`src/rtl/seq_detector_param_pkg.sv`:
```
// Shared encodings for the runtime-programmable serial pattern detector.
// Mode constants select how trailing bits are reused after a match.
package seq_det_pkg;

  typedef enum logic [1:0] {
    UNARMED = 2'd0,
    FILL    = 2'd1,
    ARMED   = 2'd2
  } state_t;

  localparam logic MODE_NONOVL = 1'b0;
  localparam logic MODE_OVL    = 1'b1;

endpackage

```
`src/rtl/seq_detector_param_if.sv`:
```
// Control/stream/status bundle between a serial source and the pattern detector.
// The master modport drives stimulus; the slave modport is the detector side.
interface seq_detector_param_if #(
  parameter int PAT_W = 5,
  parameter int CNT_W = 8
);

  logic             i_load;
  logic [PAT_W-1:0] i_pat_in;
  logic             i_mode_in;
  logic             i_x;
  logic             i_x_valid;
  logic             i_cnt_clr;
  logic             o_armed;
  logic             o_match;
  logic [CNT_W-1:0] o_match_count;

  modport master (
    output i_load, i_pat_in, i_mode_in, i_x, i_x_valid, i_cnt_clr,
    input  o_armed, o_match, o_match_count
  );

  modport slave (
    input  i_load, i_pat_in, i_mode_in, i_x, i_x_valid, i_cnt_clr,
    output o_armed, o_match, o_match_count
  );

endinterface

```
`src/rtl/seq_detector_param_sat_counter.sv`:
```
// Saturating up-counter with synchronous clear; clear wins over increment.
// Holds at all-ones instead of wrapping.
module sat_counter #(
  parameter int CNT_W = 8
) (
  input  logic             clk,
  input  logic             rst,
  input  logic             i_inc,
  input  logic             i_clr,
  output logic [CNT_W-1:0] o_count
);

  localparam logic [CNT_W-1:0] CNT_MAX = '1;

  logic [CNT_W-1:0] r_count;

  always_ff @(posedge clk or negedge rst) begin
    if (!rst) begin
      r_count <= '0;
    end else if (i_clr) begin
      r_count <= '0;
    end else if (i_inc && (r_count != CNT_MAX)) begin
      r_count <= r_count + 1'b1;
    end
  end

  assign o_count = r_count;

endmodule

```
`src/rtl/seq_detector_param.sv`:
```
// Serial pattern detector with runtime-loaded pattern and overlap mode.
// Emits a registered one-cycle match pulse and a saturating match count.
module seq_detector_param
  import seq_det_pkg::*;
#(
  parameter int PAT_W = 5,
  parameter int CNT_W = 8
) (
  input  logic                 clk,
  input  logic                 rst,
  seq_detector_param_if.slave  bus
);

  localparam int               FILL_W    = $clog2(PAT_W + 1);
  localparam logic [FILL_W-1:0] FILL_FULL = FILL_W'(PAT_W);

  state_t             r_state;
  state_t             w_state_n;
  logic [PAT_W-1:0]   r_pattern;
  logic [PAT_W-1:0]   w_pattern_n;
  logic               r_mode;
  logic               w_mode_n;
  logic [PAT_W-1:0]   r_hist;
  logic [PAT_W-1:0]   w_hist_n;
  logic [PAT_W-1:0]   w_hist_shift;
  logic [FILL_W-1:0]  r_fill;
  logic [FILL_W-1:0]  w_fill_n;
  logic [FILL_W-1:0]  w_fill_inc;
  logic               r_match;
  logic               w_sample;
  logic               w_hit;
  logic               w_cnt_clr;
  logic [CNT_W-1:0]   w_count;

  // A load in the same cycle swallows the serial bit, so it never samples.
  always_comb begin
    w_sample     = bus.i_x_valid && !bus.i_load && (r_state != UNARMED);
    w_hist_shift = {r_hist[PAT_W-2:0], bus.i_x};
    w_fill_inc   = (r_fill == FILL_FULL) ? FILL_FULL : r_fill + 1'b1;
    w_hit        = w_sample && (w_fill_inc == FILL_FULL) && (w_hist_shift == r_pattern);
  end

  always_comb begin
    w_state_n   = r_state;
    w_pattern_n = r_pattern;
    w_mode_n    = r_mode;
    w_hist_n    = r_hist;
    w_fill_n    = r_fill;

    if (bus.i_load) begin
      w_state_n   = FILL;
      w_pattern_n = bus.i_pat_in;
      w_mode_n    = bus.i_mode_in;
      w_hist_n    = '0;
      w_fill_n    = '0;
    end else if (w_sample) begin
      w_hist_n = w_hist_shift;
      // Non-overlap mode forces a full refill before the next match can fire.
      if (w_hit && (r_mode == MODE_NONOVL)) begin
        w_fill_n  = '0;
        w_state_n = FILL;
      end else begin
        w_fill_n  = w_fill_inc;
        w_state_n = (w_fill_inc == FILL_FULL) ? ARMED : FILL;
      end
    end
  end

  always_ff @(posedge clk or negedge rst) begin
    if (!rst) begin
      r_state   <= UNARMED;
      r_pattern <= '0;
      r_mode    <= MODE_NONOVL;
      r_hist    <= '0;
      r_fill    <= '0;
      r_match   <= 1'b0;
    end else begin
      r_state   <= w_state_n;
      r_pattern <= w_pattern_n;
      r_mode    <= w_mode_n;
      r_hist    <= w_hist_n;
      r_fill    <= w_fill_n;
      r_match   <= w_hit;
    end
  end

  assign w_cnt_clr = bus.i_load || bus.i_cnt_clr;

  sat_counter #(
    .CNT_W (CNT_W)
  ) u_sat_counter (
    .clk     (clk),
    .rst     (rst),
    .i_inc   (w_hit),
    .i_clr   (w_cnt_clr),
    .o_count (w_count)
  );

  assign bus.o_armed       = (r_state != UNARMED);
  assign bus.o_match       = r_match;
  assign bus.o_match_count = w_count;

endmodule
```
`src/flat_wrapper.sv`:
```
// flat-port wrapper written by rule: the top's interface ports become plain ports
module seq_detector_param_flat import seq_det_pkg::*;
#(
  parameter int PAT_W = 5,
  parameter int CNT_W = 8
)
  (clk, rst, bus_i_load, bus_i_pat_in, bus_i_mode_in, bus_i_x, bus_i_x_valid, bus_i_cnt_clr, bus_o_armed, bus_o_match, bus_o_match_count);
  seq_detector_param_if #(.PAT_W(PAT_W), .CNT_W(CNT_W)) bus_i ();
  input  logic clk;
  input  logic rst;
  input wire logic [$bits(bus_i.i_load)-1:0] bus_i_load;
  input wire logic [$bits(bus_i.i_pat_in)-1:0] bus_i_pat_in;
  input wire logic [$bits(bus_i.i_mode_in)-1:0] bus_i_mode_in;
  input wire logic [$bits(bus_i.i_x)-1:0] bus_i_x;
  input wire logic [$bits(bus_i.i_x_valid)-1:0] bus_i_x_valid;
  input wire logic [$bits(bus_i.i_cnt_clr)-1:0] bus_i_cnt_clr;
  output wire logic [$bits(bus_i.o_armed)-1:0] bus_o_armed;
  output wire logic [$bits(bus_i.o_match)-1:0] bus_o_match;
  output wire logic [$bits(bus_i.o_match_count)-1:0] bus_o_match_count;
  assign bus_i.i_load = bus_i_load;
  assign bus_i.i_pat_in = bus_i_pat_in;
  assign bus_i.i_mode_in = bus_i_mode_in;
  assign bus_i.i_x = bus_i_x;
  assign bus_i.i_x_valid = bus_i_x_valid;
  assign bus_i.i_cnt_clr = bus_i_cnt_clr;
  assign bus_o_armed = bus_i.o_armed;
  assign bus_o_match = bus_i.o_match;
  assign bus_o_match_count = bus_i.o_match_count;
  seq_detector_param #(.PAT_W(PAT_W), .CNT_W(CNT_W)) u_core (.clk(clk), .rst(rst), .bus(bus_i));
endmodule
```
`config.mk`:
```
export PLATFORM = sky130hd
export DESIGN_NAME = seq_detector_param_flat
export DESIGN_NICKNAME = d
export VERILOG_FILES = /design/src/rtl/seq_detector_param_pkg.sv /design/src/rtl/seq_detector_param_if.sv /design/src/rtl/seq_detector_param_sat_counter.sv /design/src/rtl/seq_detector_param.sv /design/src/flat_wrapper.sv
export SDC_FILE = /design/constraint.sdc
export NUM_CORES = 1
export LEC_CHECK = 0
export ABC_AREA = 1
export CAP_MARGIN = 30
export CELL_PAD_IN_SITES_DETAIL_PLACEMENT = 2
export CELL_PAD_IN_SITES_GLOBAL_PLACEMENT = 2
export CORE_MARGIN = 2
export CORE_UTILIZATION = 29
export DETAILED_ROUTE_END_ITERATION = 7
export GPL_ROUTABILITY_DRIVEN = 0
export PLACE_DENSITY_LB_ADDON = 0.3
export SETUP_SLACK_MARGIN = 0.15
export SLEW_MARGIN = 40
export SYNTH_ARGS = -nofsm -noshare
export SYNTH_HDL_FRONTEND = slang
export SYNTH_SLANG_ARGS = --single-unit
```
`constraint.sdc`:
```
create_clock -name clk -period 1.67 [get_ports clk]
set_input_delay 0.334 -clock clk [delete_from_list [all_inputs] [get_ports clk]]
set_output_delay 0.334 -clock clk [all_outputs]
set_load 0.02 [all_outputs]
```
==> flow_summary.yaml, run 1 <==
die:
  die_x_um: 71.7
  die_h_um: 71.7
  initial_core_util_pct: 30.3
  die_area_um2: 5140
  coreArea_um2: 4380
  num_rows: 24
  io_pins: 22
yosys:
  syn_inst: 182
  yosys.cell_types.count: 24
  synth-compound-area-share_pct: 5.27
  synthSimpleGateAreaFrac_pct: 38.2
  syn_area_um2: 1330
  synth_xor_xnor_area_share_pct: 3.29
  ys_ff_latch: 24
  muxShareOfSynthArea_pct: 0
  synthTopCellsByArea: "dfrtp_1 (45%), nand2_1 (19%), inv_1 (5.9%), nand3_1 (5.6%), nor2_1 (4.5%)"
  yosysSeqAreaShare_pct: 45.2
  syn_area_per_cell_um2: 7.31
  yosysTopAreaCell: "dfrtp_1"
  synth_top_area_share_pct: 45.2
  synth_nets: 195
  synth_warnings: 0
  synth_top_family_by_area: "simple AND/OR/NAND/NOR gates"
  synth_fa_ha_area_share_pct: 0.941
worst_setup_path:
  cp_num_buf_inv: 1
  worst_path_max_delay_cell: "clkdlybuf4s50_1"
  path_common_cell: "nand2_1"
  crit_start: "bus_i_x"
  r2r-end: "u_core.u_sat_counter.o_count[2]$_DFFE_PN0P_"
  crit_arrival_ns: 1.65
  critPathTopFamily: "simple AND/OR/NAND/NOR gates"
  rr_startpoint: "u_core.r_hist[2]$_DFFE_PN0P_"
  crit_fanout: 4
  rr_worst_depth: 8
  critical_path.cell_chain: "clkdlybuf4s50_1, xnor2_1, nand2_1, nor2_4, nand3_2, nand3_1, nand2_1"
  crit_path_start_kind: "primary input"
  max_stage_delay_ns: 0.50
  crit_type: "primary input to flip-flop"
  worst_setup_path_end_kind: "flip-flop"
  required_ns: 1.84
  r2r_setup_slack_ns: 0.26
route:
  wl_met2_mm: 2.32
  post_drt_via_cell_ratio: 4.87
  drt_iter0_drc: 34
  highest_layer: "met4"
  wire_per_inst_um: 16.2
  drtPass1Iterations: 4
  vias: 1325
  drt-met1-wl_mm: 1.89
  wl_met3_um: 138
  detail_route.drc_violations: 0
  antenna_left: 0
  routed_wl_mm: 4.40
sta:
  rsz0062_at_grt: "false"
  worstMarginPinSlew_ns: 0.325
  setup_ws_ns: 0.184
  skew_ns: 0.00636
  hold_viol_final: 0
  slew_violations: 0
  finalCriticalPeriod_ns: 1.49
  timing.fmax_mhz: 673
  period_share_pct: 89.0
  setup_viol: 0
  max_slew_margin_pct: 78.3
global_routing:
  antenna_found_initial: 0
  grt_pass1_vias: 1478
  grtUsageTotal_pct: 17.5
  grt_max_degree: 25
  grt_pass1_wl_mm: 6.96
  overflow: 0
cts:
  clk_pin_slew_worst_paths_ns: 0.09
  postCtsHoldBufs: 0
  htreeDepth: 1
  clock_latency_ns: 0.28
  clkSinkCount: 24
  numCtsBuffers: 3
  clock_path_buffers: 2
  cts_tree: "done"
  clockRootBuffer: "clkbuf_8"
job:
  cap_violations: 0
placement:
  post-place-ws_ns: -0.175
  port_buffers: 21
  post_dp_cell_area_um2: 1660
  dp_hpwl_mm: 3.22
layout:
  drive_gt1_share_pct: 18.2
  post-route-util_pct: 41.0
  fin_nets: 234
  area_growth_pct: 35.0
  fill_cells: 505
  n_antenna_cell: 0
  stdcell_area_um2: 1800
pwr:
  peakVddDrop_mv: 0.484
  totalPowerFinal_w: 0.00122
  p_per_area_nw_per_um2: 677
  leakage_nw: 0.898
status:
  status: "finished clean"
worst_hold_path:
  min_path_type: "primary input to asynchronous set/reset pin"
Yosys cell counts:
cell / instances
buf_2: 1
nand4_2: 1
ha_1: 1
inv_1: 21
nand3_4: 1
nor3_1: 2
nor2_1: 16
inv_2: 2
dfrtp_1: 24
nor3b_1: 1
a21oi_1: 1
nor2_2: 1
nand4_1: 3
nor2_4: 1
nand2_1: 69
nand3_1: 15
clkbuf_1: 1
xor2_1: 4
xnor2_1: 1
nand2_2: 2
o21ai_0: 8
nand2_4: 1
o22ai_1: 4
or2_2: 1
layout make-up:
cell class | instances | area, um2 | area share (%)
multi-input cells | 134 | 672 | 37.4
repair buffers | 35 | 312 | 17.4
well taps | 52 | 65.1 | 3.62
inverters | 23 | 86.3 | 4.81
clock buffers | 4 | 55.1 | 3.07
flip-flops and latches | 24 | 606 | 33.7
metal layers:
layer  global-route usage, %  up-vias
met5                       0        -
met4                    3.35        0
met3                    4.22        6
met2                    33.2       18
met1                    19.8      653
li1                        -      648
registers in the layout, summed over array words and instances, names as in the netlist:
register and count:
u_core.r_fill 3, u_core.bus.o_match 1, u_core.r_hist 4, u_core.r_pattern 5, u_core.u_sat_counter.o_count 8, u_core.r_state 2
u_core.r_mode 1
through the flow:
stage | hold slack, ns | std cells | TNS (ns)
finish | 0.419 | 272 | 0
global route | 0.442 | 272 | 0
CTS | 0.429 | 264 | 0
detailed placement | 0.489 | 260 | -1.50
global placement | 0.467 | 260 | -0.561
floorplan | 0.0384 | 182 | 0
cell usage in the layout (no fill, tap or decap):
cell type and instances:
a21oi_1 1, buf_12 1, buf_4 13, clkbuf_2 1, clkbuf_8 4, clkdlybuf4s50_1 11, dfrtp_1 20, dfrtp_2 4
dlygate4sd2_1 9, ha_2 1, inv_1 21, inv_2 2, nand2_1 69, nand2_2 2, nand2_4 1, nand3_1 14
nand3_2 2, nand3_4 1, nand4_1 3, nand4_2 1, nor2_1 12, nor2_2 3, nor2_4 3, nor3_1 2
nor3b_1 1, o21ai_0 8, o22ai_1 4, or2_2 1, xnor2_1 1, xor2_1 4
where the power goes:
part | internal (W) | switching [W]
registers | 0.000603 | 0.0000182
logic | 0.0000770 | 0.000108
clock network | 0.000211 | 0.000197
total | 0.000891 | 0.000324
what timing repair did:
action                     CTS  global route
setup endpoints to repair   16            13
pin swaps                    0             4
resized for setup           12            12
cloned                       0             1
setup buffers                0             7
logic make-up (layout without fill, tap and decap cells):
| family | Yosys count | after routing |
|---|---|---|
| AO/OA/AOI/OAI | 13 | 13 |
| XOR/XNOR | 5 | 5 |
| adder cells (fa/ha/maj) | 1 | 1 |
| buffers and inverters | 25 | 62 |
| flip-flops | 24 | 24 |
| AND/OR/NAND/NOR | 114 | 115 |
worst register-to-register path: cells and delay by family (launching register included):
| family | cells | cell delay (ns) |
|---|---|---|
| and+or+nand+nor | 7 | 0.81 |
| DFF | 1 | 0.38 |
| buffers and inverters | 1 | 0.12 |
worst max-delay path by stage:
stage                                                  end  cells after the start
2_1_floorplan  u_core.u_sat_counter.o_count[6]$_DFFE_PN0P_                      6
3_3_place_gp                 u_core.r_state[1]$_DFFE_PN0P_                      7
3_5_place_dp                  u_core.r_fill[2]$_DFFE_PN0P_                      7
4_1_cts        u_core.u_sat_counter.o_count[7]$_DFFE_PN0P_                      7
5_1_grt        u_core.u_sat_counter.o_count[2]$_DFFE_PN0P_                      8
6_report       u_core.u_sat_counter.o_count[2]$_DFFE_PN0P_                      7
Power figures use the tool's default switching activity.
==> inputs of run 2 (changes only) <==
Settings changed: CTS_CLUSTER_SIZE set to 28.
==> results of run 2 <==
The final DEF is identical to that of run 1; final timing and power are the same.
==> patch: new RTL, config.mk and constraints of run 2 <==
The 3 states of `state_t` get a one-hot encoding in 3 bits.
--- a/src/rtl/seq_detector_param_pkg.sv
+++ b/src/rtl/seq_detector_param_pkg.sv
@@ -2,10 +2,10 @@
 // Mode constants select how trailing bits are reused after a match.
 package seq_det_pkg;
 
-  typedef enum logic [1:0] {
-    UNARMED = 2'd0,
-    FILL    = 2'd1,
-    ARMED   = 2'd2
+  typedef enum logic [2:0] {
+    UNARMED = 3'b001,
+    FILL    = 3'b010,
+    ARMED   = 3'b100
   } state_t;
 
   localparam logic MODE_NONOVL = 1'b0;
Formal check against the unedited RTL: same outputs for any inputs over 10 cycles, from zero or initial values and one cycle with rst low; not proved beyond that.
==> patch against run 2 <==
Total power fell by 1.1%; wire length up 0.25%; sequential cell count increased by 1; combinational power grew 2%; area after synthesis increased by 5.5%; die area rose by 5.2%; setup slack better by 47 ps; design area up 2.7%; first-iteration DRC count down 24%; cell count increased by 2.9%; via count up 4.4%; count of clock-buffer cells in the layout unchanged; clock skew is 3.8 ps lower; non-clock buffer count is 1 lower; largest cell class unchanged; highest routed layer unchanged.
==> patch: results (changes against run 2) <==
Clocking
  • Clock buffer count from CTS: 3 (unchanged)
  • Root Buffer Master: clkbuf_8 (unchanged)
  • CTS HTree Levels: 1 (unchanged)

Global routing
  • Vias in the first global route: 1612 (was 1478)
  • Largest net degree at the start of global routing: 26 (was 25)
  • Gr usage total: 17.9% (was 17.5%)
  • First-pass GRT wire length: 7510 um (was 6960 um)

Routing
  • Iteration-0 DRC Markers: 26 (was 34)
  • Post-DR vias/cell: 4.94 (was 4.87)
  • Detailed Route WL: 4410 um (was 4400 um)

Placed design
  • Placed cell area: 0.00176 mm^2 (was 0.00166 mm^2)
  • Port buffer count: 21 (unchanged)
  • DP HPWL: 3260 um (was 3220 um)
  • Pre-CTS setup slack: -208 ps (was -175 ps)

Cells and area
  • Final layout net count: 240 (was 234)
  • Layout cells sized above 1: 17.3% (was 18.2%)
  • Final cell count without fillers: 280 (was 272)

Synth
  • Seq/Total Area, Yosys: 44.7% (was 45.2%)
  • Syn avg cell area: 7.38 um^2 (was 7.31 um^2)
  • Synth top cells by count: nand2_1, inv_1, dfrtp_1 (was nand2_1, dfrtp_1, inv_1)
  • Top post-synthesis cells by area: dfrtp_1, nand2_1, inv_1 (unchanged)
  • Unique masters post-synth: 23 (was 24)

Outcome
  • Outcome: completed (unchanged)

Power and ir drop
  • Worst vdd rail ir drop: 0.375 mV (was 0.484 mV)
  • P_leak: 0.996 nW (was 0.898 nW)

Worst setup path
  • CP max stage delay: 450 ps (was 500 ps)
  • Reg2Reg Capture Point: u_core.r_state[2] (was u_core.u_sat_counter.o_count[2])
  • Crit path DAT: 1600 ps (was 1650 ps)

STA
  • Hold Slack: 433 ps (was 419 ps)
  • Worst rel slew slack: 77.3% (was 78.3%)
  • Skew final: 2.60 ps (was 6.36 ps)
-- patch: how the worst max path moves through the flow --
stage	startpoint	to	slack, ps
after floorplan	u_core.u_sat_counter.o_count[0]	u_core.u_sat_counter.o_count[4]	230
after global placement	bus_i_x	u_core.u_sat_counter.o_count[2]	-110
after detailed placement	bus_i_x	u_core.u_sat_counter.o_count[4]	-210
after CTS	u_core.r_state[0]	bus_o_armed	50
after global routing	u_core.r_hist[2]	u_core.r_state[2]	120
final	bus_i_x_valid	u_core.r_state[2]	230
-- patch: what timing repair did --
item,in CTS,in global routing
pin swaps,0,6
buffers inserted,0,1
resized for setup,12,14
hold endpoints to repair,0,0
endpoints found under the setup margin,18,13
-- patch: kinds of logic (layout without fill, tap and decap cells) --
logic type      after synthesis  count (layout)  share of synthesized area, %
compound gates               14              14                          5.35
xor+xnor                      3               3                          1.87
fa+ha+maj                     1               1                         0.892
buf+inv                      38              74                          10.3
flops                        25              25                          44.7
simple gates                109             109                          36.9
-- patch: final cells by class --
class,count,area (um^2)
Timing Repair Buffer,34,294
Fill cell,549,2850
Tap cell,54,67.6
Multi-Input combinational cell,127,676
Clock buffer,4,45.0
Sequential cell,25,627
Inverter,36,135
-- patch: power breakdown --
| part | total [mW] | switching (mW) | internal [mW] |
|---|---|---|---|
| logic | 0.189 | 0.118 | 0.0709 |
| clock network | 0.369 | 0.198 | 0.171 |
| registers | 0.644 | 0.0163 | 0.628 |
| total | 1.20 | 0.333 | 0.869 |
-- patch: per-layer routing --
metal	share of wire, %	vias to the layer above	track usage, %
met5	0	-	0
met1	43	684	20.5
li1	-	672	-
met2	53	21	33.5
met4	1.3	0	4.24
met3	2.9	6	3.84
-- patch: stage by stage --
| step | TNS (ps) | util (%) | power, mW |
|---|---|---|---|
| 3_5_place_dp | -1860 | 37.5 | 0.830 |
| 5_1_grt | 0 | 39.3 | 1.27 |
| 4_1_cts | 0 | 38.5 | 1.21 |
| 3_3_place_gp | -893 | 37.5 | 0.820 |
| 2_1_floorplan | 0 | - | 0.741 |
| 6_report | 0 | 39.3 | 1.20 |
-- patch: critical path: cells and delay by family --
kind                   cells  cell delay [ps]
and+or+nand+nor            5              700
buffers and inverters      2              490
AOI/OAI and AO/OA          1               70
